File: config.mk
export PLATFORM = sky130hd
export DESIGN_NAME = cs_sync_fifo
export DESIGN_NICKNAME = d
export VERILOG_FILES = /design/src/rtl/cs_fifo_pkg.sv /design/src/rtl/cs_fifo_ram.sv /design/src/rtl/cs_sync_fifo.sv
export SDC_FILE = /design/constraint.sdc
export NUM_CORES = 1
export LEC_CHECK = 0
export ABC_AREA = 1
export CAP_MARGIN = 5
export CORE_MARGIN = 4
export CORE_UTILIZATION = 35
export DETAILED_ROUTE_END_ITERATION = 16
export GPL_TIMING_DRIVEN = 0
export PLACE_DENSITY = 0.61
export SLEW_MARGIN = 20
export SYNTH_ARGS = -nofsm -noshare
export SYNTH_HDL_FRONTEND = slang
export SYNTH_SLANG_ARGS = --single-unit
File: constraint.sdc
create_clock -name clk -period 6 [get_ports clk]
set_clock_uncertainty 0.1 [all_clocks]
set_input_delay 1.2 -clock clk [delete_from_list [all_inputs] [get_ports clk]]
set_output_delay 1.2 -clock clk [all_outputs]
set_load 0.02 [all_outputs]
File: src/rtl/cs_fifo_pkg.sv
// rtl/cs_fifo_pkg.sv - shared constants and helpers for the chip-select FIFO
package cs_fifo_pkg;

    localparam int DEF_WIDTH = 8;
    localparam int DEF_DEPTH = 16;

    function automatic int clog2(input int value);
        int r;
        r = 0;
        for (int i = 0; i < 31; i++) begin
            if ((1 << i) < value) begin
                r = i + 1;
            end
        end
        return r;
    endfunction

endpackage

File: src/rtl/cs_fifo_ram.sv
// rtl/cs_fifo_ram.sv - simple dual-port storage with registered read port
module cs_fifo_ram
    import cs_fifo_pkg::*;
#(
    parameter int WIDTH = DEF_WIDTH,
    parameter int DEPTH = DEF_DEPTH,
    parameter int AW    = clog2(DEPTH)
) (
    input  logic             clk,
    input  logic             we,
    input  logic [AW-1:0]    waddr,
    input  logic [WIDTH-1:0] wdata,
    input  logic             re,
    input  logic [AW-1:0]    raddr,
    output logic [WIDTH-1:0] rdata
);

    logic [WIDTH-1:0] mem [DEPTH];
    logic [WIDTH-1:0] rdata_q;

    // Contents are deliberately not reset; the read register only moves on re.
    always_ff @(posedge clk) begin
        if (we) begin
            mem[waddr] <= wdata;
        end
        if (re) begin
            rdata_q <= mem[raddr];
        end
    end

    assign rdata = rdata_q;

endmodule

File: src/rtl/cs_sync_fifo.sv
// rtl/cs_sync_fifo.sv - synchronous FIFO with chip-select ports and sticky error flags
module cs_sync_fifo
    import cs_fifo_pkg::*;
#(
    parameter  int WIDTH = DEF_WIDTH,
    parameter  int DEPTH = DEF_DEPTH,
    localparam int AW    = clog2(DEPTH)
) (
    input  logic             clk,
    input  logic             rst,
    input  logic             wr_cs,
    input  logic             wr_en,
    input  logic [WIDTH-1:0] din,
    output logic             full,
    input  logic             rd_cs,
    input  logic             rd_en,
    output logic [WIDTH-1:0] dout,
    output logic             empty,
    output logic [AW:0]      count,
    output logic             wr_err,
    output logic             rd_err,
    input  logic             err_clr
);

    localparam logic [AW:0] DEPTH_CNT = (AW + 1)'(DEPTH);

    logic [AW-1:0]    wr_ptr_q, wr_ptr_d;
    logic [AW-1:0]    rd_ptr_q, rd_ptr_d;
    logic [AW:0]      count_q, count_d;
    logic             full_q, full_d;
    logic             empty_q, empty_d;
    logic             wr_err_q, wr_err_d;
    logic             rd_err_q, rd_err_d;
    logic             dout_vld_q, dout_vld_d;
    logic             wr_req, rd_req;
    logic             wr_go, rd_go;
    logic [WIDTH-1:0] ram_rdata;

    assign wr_req = wr_cs & wr_en;
    assign rd_req = rd_cs & rd_en;
    assign wr_go  = wr_req & ~full_q;
    assign rd_go  = rd_req & ~empty_q;

    always_comb begin
        wr_ptr_d   = wr_ptr_q;
        rd_ptr_d   = rd_ptr_q;
        count_d    = count_q;
        dout_vld_d = dout_vld_q;

        if (wr_go) begin
            wr_ptr_d = wr_ptr_q + 1'b1;
        end
        if (rd_go) begin
            rd_ptr_d   = rd_ptr_q + 1'b1;
            dout_vld_d = 1'b1;
        end

        case ({wr_go, rd_go})
            2'b10:   count_d = count_q + 1'b1;
            2'b01:   count_d = count_q - 1'b1;
            default: count_d = count_q;
        endcase

        full_d  = (count_d == DEPTH_CNT);
        empty_d = (count_d == '0);

        // A new violation in the same cycle as err_clr must stay visible.
        wr_err_d = (wr_err_q & ~err_clr) | (wr_req & full_q);
        rd_err_d = (rd_err_q & ~err_clr) | (rd_req & empty_q);
    end

    always_ff @(posedge clk or posedge rst) begin
        if (rst) begin
            wr_ptr_q   <= '0;
            rd_ptr_q   <= '0;
            count_q    <= '0;
            full_q     <= 1'b0;
            empty_q    <= 1'b1;
            wr_err_q   <= 1'b0;
            rd_err_q   <= 1'b0;
            dout_vld_q <= 1'b0;
        end else begin
            wr_ptr_q   <= wr_ptr_d;
            rd_ptr_q   <= rd_ptr_d;
            count_q    <= count_d;
            full_q     <= full_d;
            empty_q    <= empty_d;
            wr_err_q   <= wr_err_d;
            rd_err_q   <= rd_err_d;
            dout_vld_q <= dout_vld_d;
        end
    end

    cs_fifo_ram #(
        .WIDTH (WIDTH),
        .DEPTH (DEPTH),
        .AW    (AW)
    ) u_ram (
        .clk   (clk),
        .we    (wr_go),
        .waddr (wr_ptr_q),
        .wdata (din),
        .re    (rd_go),
        .raddr (rd_ptr_q),
        .rdata (ram_rdata)
    );

    // The RAM read register has no reset, so dout is forced to zero until
    // the first accepted read after reset loads it.
    assign dout   = dout_vld_q ? ram_rdata : '0;
    assign full   = full_q;
    assign empty  = empty_q;
    assign count  = count_q;
    assign wr_err = wr_err_q;
    assign rd_err = rd_err_q;

endmodule
==> run_results.csv, run 1 <==
group,metric,value,unit
setup_path,crit_path_end,"empty$_DFF_PP1_",
global_routing,grt_antenna_before_repair,0,
cells_and_area,drive_above_1_share,0.0983,
route,first_iter_violations,446,
logic_synthesis,syn_nets,498,
sta,worst-slew-pin-transition,0.874,ns
setup_path,setup.worst_path.start,"rd_cs",
setup_path,arrival,3.40,ns
sta,finalCritPeriodShare,0.525,
logic_synthesis,synth_seq_area_share,0.714,
sta,timing.max_slew.rel_slack,0.415,
global_routing,grt_pass1_vias,4008,
route,drt_wl_total,15500,µm
placement,detailedPlacementHpwl,10100,µm
route,detail_route.vias_per_cell,5.25,
sta,final-hold-violation-count,0,
route,routedWlPerCell,20.1,µm
cts,post-cts-setup-buffer-count,0,
sta,final_max_slew_viol_count,0,
setup_path,regToRegStartpoint,"full$_DFF_PP0_",
logic_synthesis,syn_inst,476,
route,vias,4033,
cts,number_of_levels_in_the_clock_h_tree,4,
status,run_status,"finished clean",
setup_path,worstSetupStartpointType,"primary input",
cts,clkSinkCount,154,
setup_path,regToRegSetupSlack,3.73,ns
floorplan,initial_core_util,0.355,
global_routing,global_route.overflow_total,0,
logic_synthesis,async_reset_ff_frac,0.117,
cts,cts_buffers,17,
cts,cts-resized-gates,0,
cells_and_area,area_growth,18.8,%
route,drc,0,
floorplan,core_region_area,17900,µm²
floorplan,fp.dieArea,20400,µm²
cts,clock_latency,0.42,ns
cts,cts.root.buffer_cell,"sky130_fd_sc_hd__clkbuf_16",
setup_path,cp.required,6.25,ns
logic_synthesis,synthFlopType,"sky130_fd_sc_hd__edfxtp_1",
floorplan,top_level_ports,32,
setup_path,cp_max_fo,9,
floorplan,die_w,143,µm
sta,setup_viol,0,
cells_and_area,nets,548,
logic_synthesis,synth.yosys.warnings,0,
floorplan,overall_die_height,143,µm
placement,place_worst_setup_slack,2.43,ns
cts,cts.reportedPaths.clkPinSlew,0.06,ns
logic_synthesis,synth_top_cell_area_share,0.643,
logic_synthesis,synth_top_cell_by_area,"sky130_fd_sc_hd__edfxtp_1",
logic_synthesis,edff_count_synth,136,
global_routing,largest_net_degree_at_the_start_of_global_routing,19,
cts,cts_max_path_buffers,2,
setup_path,critical_path_class,"in2reg",
setup_path,rr_worst_depth,13,
sta,setup_total_negative_slack,0,ns
sta,final_period_minus_worst_setup_slack,3.15,ns
placement,portBuffers,31,
global_routing,global_route_wire_length_before_repair,23600,µm
power,max-vdd-ir-drop,273,µV
sta,fmax,0.318,GHz
logic_synthesis,synthTopCellsByArea,"sky130_fd_sc_hd__edfxtp_1 64%, sky130_fd_sc_hd__dfrtp_1 6.7%, sky130_fd_sc_hd__nor2_1 4.0%",
logic_synthesis,synthesis.area,6350,µm²
job,drv_cap,0,
floorplan,fp-row-count,49,
global_routing,grt_usage,0.158,
cts,ctsHoldBuffers,0,
cells_and_area,num_antenna_cells,0,
route,detail-route-antenna-nets,0,
sta,post-route-worst-setup-slack,2.85,ns
route,drtPass1Iterations,5,
placement,finalWeightedCongestion,0.907,
power,power_density,477,nW/µm²
power,p_leak,2.67,nW
logic_synthesis,yosys.cell_count.top_type,"sky130_fd_sc_hd__edfxtp_1",
setup_path,worst_r2r_endpoint,"empty$_DFF_PP1_",
logic_synthesis,synthesis.area_per_instance,13.3,µm²
hold_path,holdCritPathClass,"reg2reg",
cts,tritoncts,"yes",
logic_synthesis,synth_cell_types,34,
setup_path,endpoint_kind,"flip-flop",
logic_synthesis,ff_latch_count_synth,154,
sta,unrepaired_setup_endpoints_after_global_routing,"no",
logic_synthesis,synthTopCellsByCount,"136 x sky130_fd_sc_hd__edfxtp_1, 67 x sky130_fd_sc_hd__nor2_1, 40 x sky130_fd_sc_hd__nand2_1, 39 x sky130_fd_sc_hd__o21ai_0, 32 x sky130_fd_sc_hd__inv_1",
[per-stage QoR]
stage	total power, mW	cells	cell area, µm²	hold WS (ns)	util
after CTS	3.60	768	7550	0.440	0.422
final	3.60	768	7550	0.432	0.422
after floorplan	2.11	476	6350	0.401	-
after detailed placement	2.56	736	6960	0.434	0.389
after global placement	2.53	736	6950	0.412	0.388
after global routing	3.77	768	7550	0.475	0.422
[per-layer routing]
metal  wire (µm)  track usage  vias to the layer above
li1            -            -                     1839
met1        6660        0.218                     1996
met2        7410        0.241                      176
met3        1120       0.0375                       22
met4         284       0.0620                        0
met5           0            0                        -
[critical path: stages]
cell	delay [ns]
sky130_fd_sc_hd__clkdlybuf4s50_1	0.50
sky130_fd_sc_hd__nand2_2	0.10
sky130_fd_sc_hd__nor2_8	0.20
sky130_fd_sc_hd__nand2_4	0.10
sky130_fd_sc_hd__nand2_1	0.09
sky130_fd_sc_hd__nand2_1	0.05
sky130_fd_sc_hd__inv_1	0.07
sky130_fd_sc_hd__ha_1	0.22
sky130_fd_sc_hd__o21ai_0	0.15
sky130_fd_sc_hd__inv_1	0.07
sky130_fd_sc_hd__or2_2	0.28
sky130_fd_sc_hd__nor2_2	0.10
sky130_fd_sc_hd__nand3_1	0.14
sky130_fd_sc_hd__nor2_1	0.12
[power by group]
part           total, mW  internal, mW  switching [mW]
registers           1.36          1.30          0.0627
clock network       1.04         0.627           0.411
logic               1.20         0.386           0.812
[cell type report]
class	count	area, µm²
Fill cell	1650	10400
Sequential cell	154	4540
Multi-Input combinational cell	263	1600
Clock buffer	25	539
Timing Repair Buffer	31	310
Tap cell	229	287
Inverter	36	135
Buffer	23	93.8
Clock inverter	7	50.0
[sequential cells by signal, indices dropped and copies added, names as in the netlist]
| name | flops |
|---|---|
| count | 5 |
| rd_ptr_q | 4 |
| dout_vld_q | 1 |
| wr_ptr_q | 4 |
| empty | 1 |
| u_ram.rdata | 8 |
| wr_err | 1 |
| u_ram.mem | 128 |
| full | 1 |
| rd_err | 1 |
[worst min path at each step]
stage	depth (start not counted)	endpoint	from	slack, ns
floorplan	1	wr_ptr_q[2]$_DFFE_PP0P_	wr_ptr_q[2]$_DFFE_PP0P_	0.40
global placement	2	rd_err$_DFF_PP0_	rd_err$_DFF_PP0_	0.41
detailed placement	2	rd_err$_DFF_PP0_	rd_err$_DFF_PP0_	0.43
CTS	2	rd_err$_DFF_PP0_	rd_err$_DFF_PP0_	0.44
global route	2	rd_err$_DFF_PP0_	rd_err$_DFF_PP0_	0.48
finish	2	rd_err$_DFF_PP0_	rd_err$_DFF_PP0_	0.43
[placed cells by master (no fill, tap or decap), types with 3 or more instances in the layout]
| cell type | netlist | routed |
|---|---|---|
| sky130_fd_sc_hd__clkbuf_16 | 0 | 20 |
| sky130_fd_sc_hd__o221ai_1 | 24 | 24 |
| sky130_fd_sc_hd__nand3_1 | 19 | 19 |
| sky130_fd_sc_hd__xor2_1 | 6 | 6 |
| sky130_fd_sc_hd__o211ai_1 | 6 | 6 |
| sky130_fd_sc_hd__clkinvlp_4 | 0 | 3 |
| sky130_fd_sc_hd__nor2_1 | 67 | 67 |
| sky130_fd_sc_hd__ha_1 | 7 | 7 |
| sky130_fd_sc_hd__clkbuf_1 | 16 | 19 |
| sky130_fd_sc_hd__o32ai_1 | 6 | 6 |
| sky130_fd_sc_hd__clkinv_1 | 3 | 3 |
| sky130_fd_sc_hd__mux2i_1 | 24 | 24 |
| sky130_fd_sc_hd__dfrtp_1 | 17 | 17 |
| sky130_fd_sc_hd__edfxtp_1 | 136 | 136 |
| sky130_fd_sc_hd__nand2_2 | 3 | 3 |
| sky130_fd_sc_hd__buf_2 | 6 | 6 |
| sky130_fd_sc_hd__clkdlybuf4s50_1 | 0 | 31 |
| sky130_fd_sc_hd__inv_1 | 32 | 32 |
| sky130_fd_sc_hd__nand2_1 | 40 | 40 |
| sky130_fd_sc_hd__o21ai_0 | 39 | 39 |
| sky130_fd_sc_hd__nand4_1 | 3 | 3 |
[cell families after synthesis]
logic type | after synthesis | share of synthesized area
AOI/OAI and AO/OA | 79 | 0.0833
xor gates and xnor gates | 8 | 0.0122
adders and majority gates | 7 | 0.0138
buffers and inverters | 59 | 0.0360
DFF | 154 | 0.714
muxes | 25 | 0.0396
and+or+nand+nor | 144 | 0.101
(Power assumes the default switching activity.)
==> run 2, diff against run 1 <==
- PLACE_DENSITY: 0.61 -> 0.63
- clock period: 6 -> 2.5 ns (I/O delays scaled with it)
==> run_results.csv, run 2 (synthesized netlist as in run 1, its figures left out) <==
group,metric,value,unit
status,run_status,"finished clean",
setup_path,endpoint_kind,"flip-flop",
setup_path,critPathTopFamily,"simple AND/OR/NAND/NOR gates",
cells_and_area,layoutNonFillerInstCount,770,
cts,cts.reportedPaths.clkPinSlew,0.06,ns
setup_path,regToRegStartpoint,"rd_ptr_q[0]$_DFFE_PP0P_",
cts,cts.root.buffer_cell,"sky130_fd_sc_hd__clkbuf_16",
sta,unrepaired_setup_endpoints_after_global_routing,"no",
power,swShare,0.360,
route,vias,3949,
hold_path,holdCritPathClass,"in2async",
power,net-switching-power,3.05,mW
setup_path,critical_path_class,"in2reg",
job,drv_cap,0,
cts,ctsHoldBuffers,0,
route,drc,0,
floorplan,overall_die_height,143,µm
route,detail_route.vias_per_cell,5.13,
global_routing,grt_usage,0.152,
floorplan,core_region_area,17900,µm²
cts,cts_max_path_buffers,2,
setup_path,setup.worst_path.start,"wr_cs",
cells_and_area,layout.filler_cells,1627,
setup_path,rr_worst_depth,6,
sta,final_max_slew_viol_count,0,
sta,hold_ws,0.410,ns
route,drtPass1Iterations,5,
cts,clock_latency,0.42,ns
route,detail-route-antenna-nets,0,
floorplan,fp.dieArea,20400,µm²
sta,worst-slew-pin-transition,0.852,ns
sta,final_period_minus_worst_setup_slack,2.32,ns
power,p_leak,2.67,nW
power,power_frac_seq,0.386,
global_routing,largest_net_degree_at_the_start_of_global_routing,19,
placement,post-place-cells,736,
power,p_clk_frac,0.281,
setup_path,regToRegSetupSlack,0.30,ns
sta,finalCritPeriodShare,0.927,
power,power_density,1130,nW/µm²
setup_path,crit_chain,"clkdlybuf4s50_1 > nand3_4 > inv_1 > nand2_1 > nor2_1",
cells_and_area,layout.cells.most_common_list,"136 x sky130_fd_sc_hd__edfxtp_1, 67 x sky130_fd_sc_hd__nor2_1, 40 x sky130_fd_sc_hd__nand2_1",
setup_path,worstSetupStartpointType,"primary input",
placement,dpl_cell_area,6960,µm²
floorplan,top_level_ports,32,
floorplan,fp-row-count,49,
cells_and_area,post_layout_inst_area,7530,µm²
global_routing,global_route_wire_length_before_repair,22900,µm
cells_and_area,area_growth,18.5,%
setup_path,cp_slowest_stage_delay,0.70,ns
power,max-vdd-ir-drop,620,µV
placement,portBuffers,31,
sta,final-hold-violation-count,0,
cells_and_area,drive_above_1_share,0.0998,
floorplan,die_w,143,µm
cts,tritoncts,"yes",
cells_and_area,area_taken_by_multi_input_logic_gates,1600,µm²
cts,number_of_levels_in_the_clock_h_tree,4,
placement,detailedPlacementHpwl,9900,µm
cells_and_area,ff_latch_area,4540,µm²
setup_path,arrival,2.26,ns
cells_and_area,largest_register_ff_count,128,
sta,timing.max_slew.rel_slack,0.430,
cells_and_area,num_antenna_cells,0,
setup_path,cp_max_fo,8,
cells_and_area,nets,550,
sta,fmax,0.431,GHz
global_routing,grt_pass1_vias,3942,
floorplan,initial_core_util,0.355,
placement,finalWeightedCongestion,0.958,
global_routing,grt_antenna_before_repair,0,
setup_path,crit_path_end,"u_ram.mem[8][1]$_DFFE_PP_",
power,comb_power_share,0.333,
cts,clkSinkCount,154,
sta,setup_viol,0,
setup_path,combined_buffer_and_inverter_count_along_the_critical_path,2,
route,routedWlPerCell,19.3,µm
sta,post-route-worst-setup-slack,0.182,ns
setup_path,slowest_stage,"sky130_fd_sc_hd__nor2_1",
global_routing,global_route.overflow_total,0,
setup_path,worst_r2r_endpoint,"u_ram.rdata[7]$_DFFE_PP_",
cells_and_area,regMostFlops,"u_ram.mem",
route,first_iter_violations,368,
cts,cts_buffers,17,
power,internal_power,5.42,mW
cells_and_area,final_core_utilization,0.421,
route,drt_wl_total,14800,µm
setup_path,path_depth,5,
cells_and_area,mostFrequentLayoutCell,"sky130_fd_sc_hd__edfxtp_1",
placement,place_worst_setup_slack,-0.347,ns
setup_path,cp.required,2.44,ns
run 2: worst min-delay path by stage:
stage / startpoint / to / slack, ns / depth (start not counted)
after floorplan: rst / count[0]$_DFF_PP0_ / 0.34 / 1
after global placement: rd_err$_DFF_PP0_ / rd_err$_DFF_PP0_ / 0.41 / 2
after detailed placement: count[3]$_DFF_PP0_ / count[3]$_DFF_PP0_ / 0.42 / 2
after CTS: rst / rd_ptr_q[3]$_DFFE_PP0P_ / 0.43 / 2
after global routing: wr_err$_DFF_PP0_ / wr_err$_DFF_PP0_ / 0.47 / 2
final: rst / rd_ptr_q[2]$_DFFE_PP0P_ / 0.41 / 2
run 2: cell type report:
| type | instances | area share |
|---|---|---|
| Sequential cell | 154 | 0.602 |
| Multi-Input combinational cell | 263 | 0.212 |
| Clock buffer | 18 | 0.0570 |
| Timing Repair Buffer | 34 | 0.0442 |
| Tap cell | 229 | 0.0381 |
| Inverter | 36 | 0.0179 |
| Clock inverter | 14 | 0.0161 |
| Buffer | 22 | 0.0120 |
run 2: power by group through the flow:
stage | combinational, mW | clock [mW] | sequential (mW)
after detailed placement | 2.79 | 0 | 3.32
after global routing | 3.09 | 2.56 | 3.30
after CTS | 2.80 | 2.43 | 3.27
after floorplan | 1.72 | 0 | 3.35
final | 2.82 | 2.38 | 3.27
after global placement | 2.73 | 0 | 3.31
run 2: per-layer routing:
metal / track usage / share of wire
met4: 0.0620 / 0.022
met5: 0 / 0
met3: 0.0338 / 0.060
met2: 0.241 / 0.49
met1: 0.204 / 0.43
run 2: repair_timing:
| action | in CTS | in global routing |
|---|---|---|
| buffers inserted | 0 | 3 |
| setup endpoints to repair | 0 | 17 |
| gates resized for setup | 0 | 1 |
run 2: per-stage QoR:
stage	TNS [ns]	total power, mW
floorplan	0	5.06
global placement	-21.03	6.04
detailed placement	-22.98	6.11
CTS	0	8.50
global route	0	8.94
finish	0	8.47
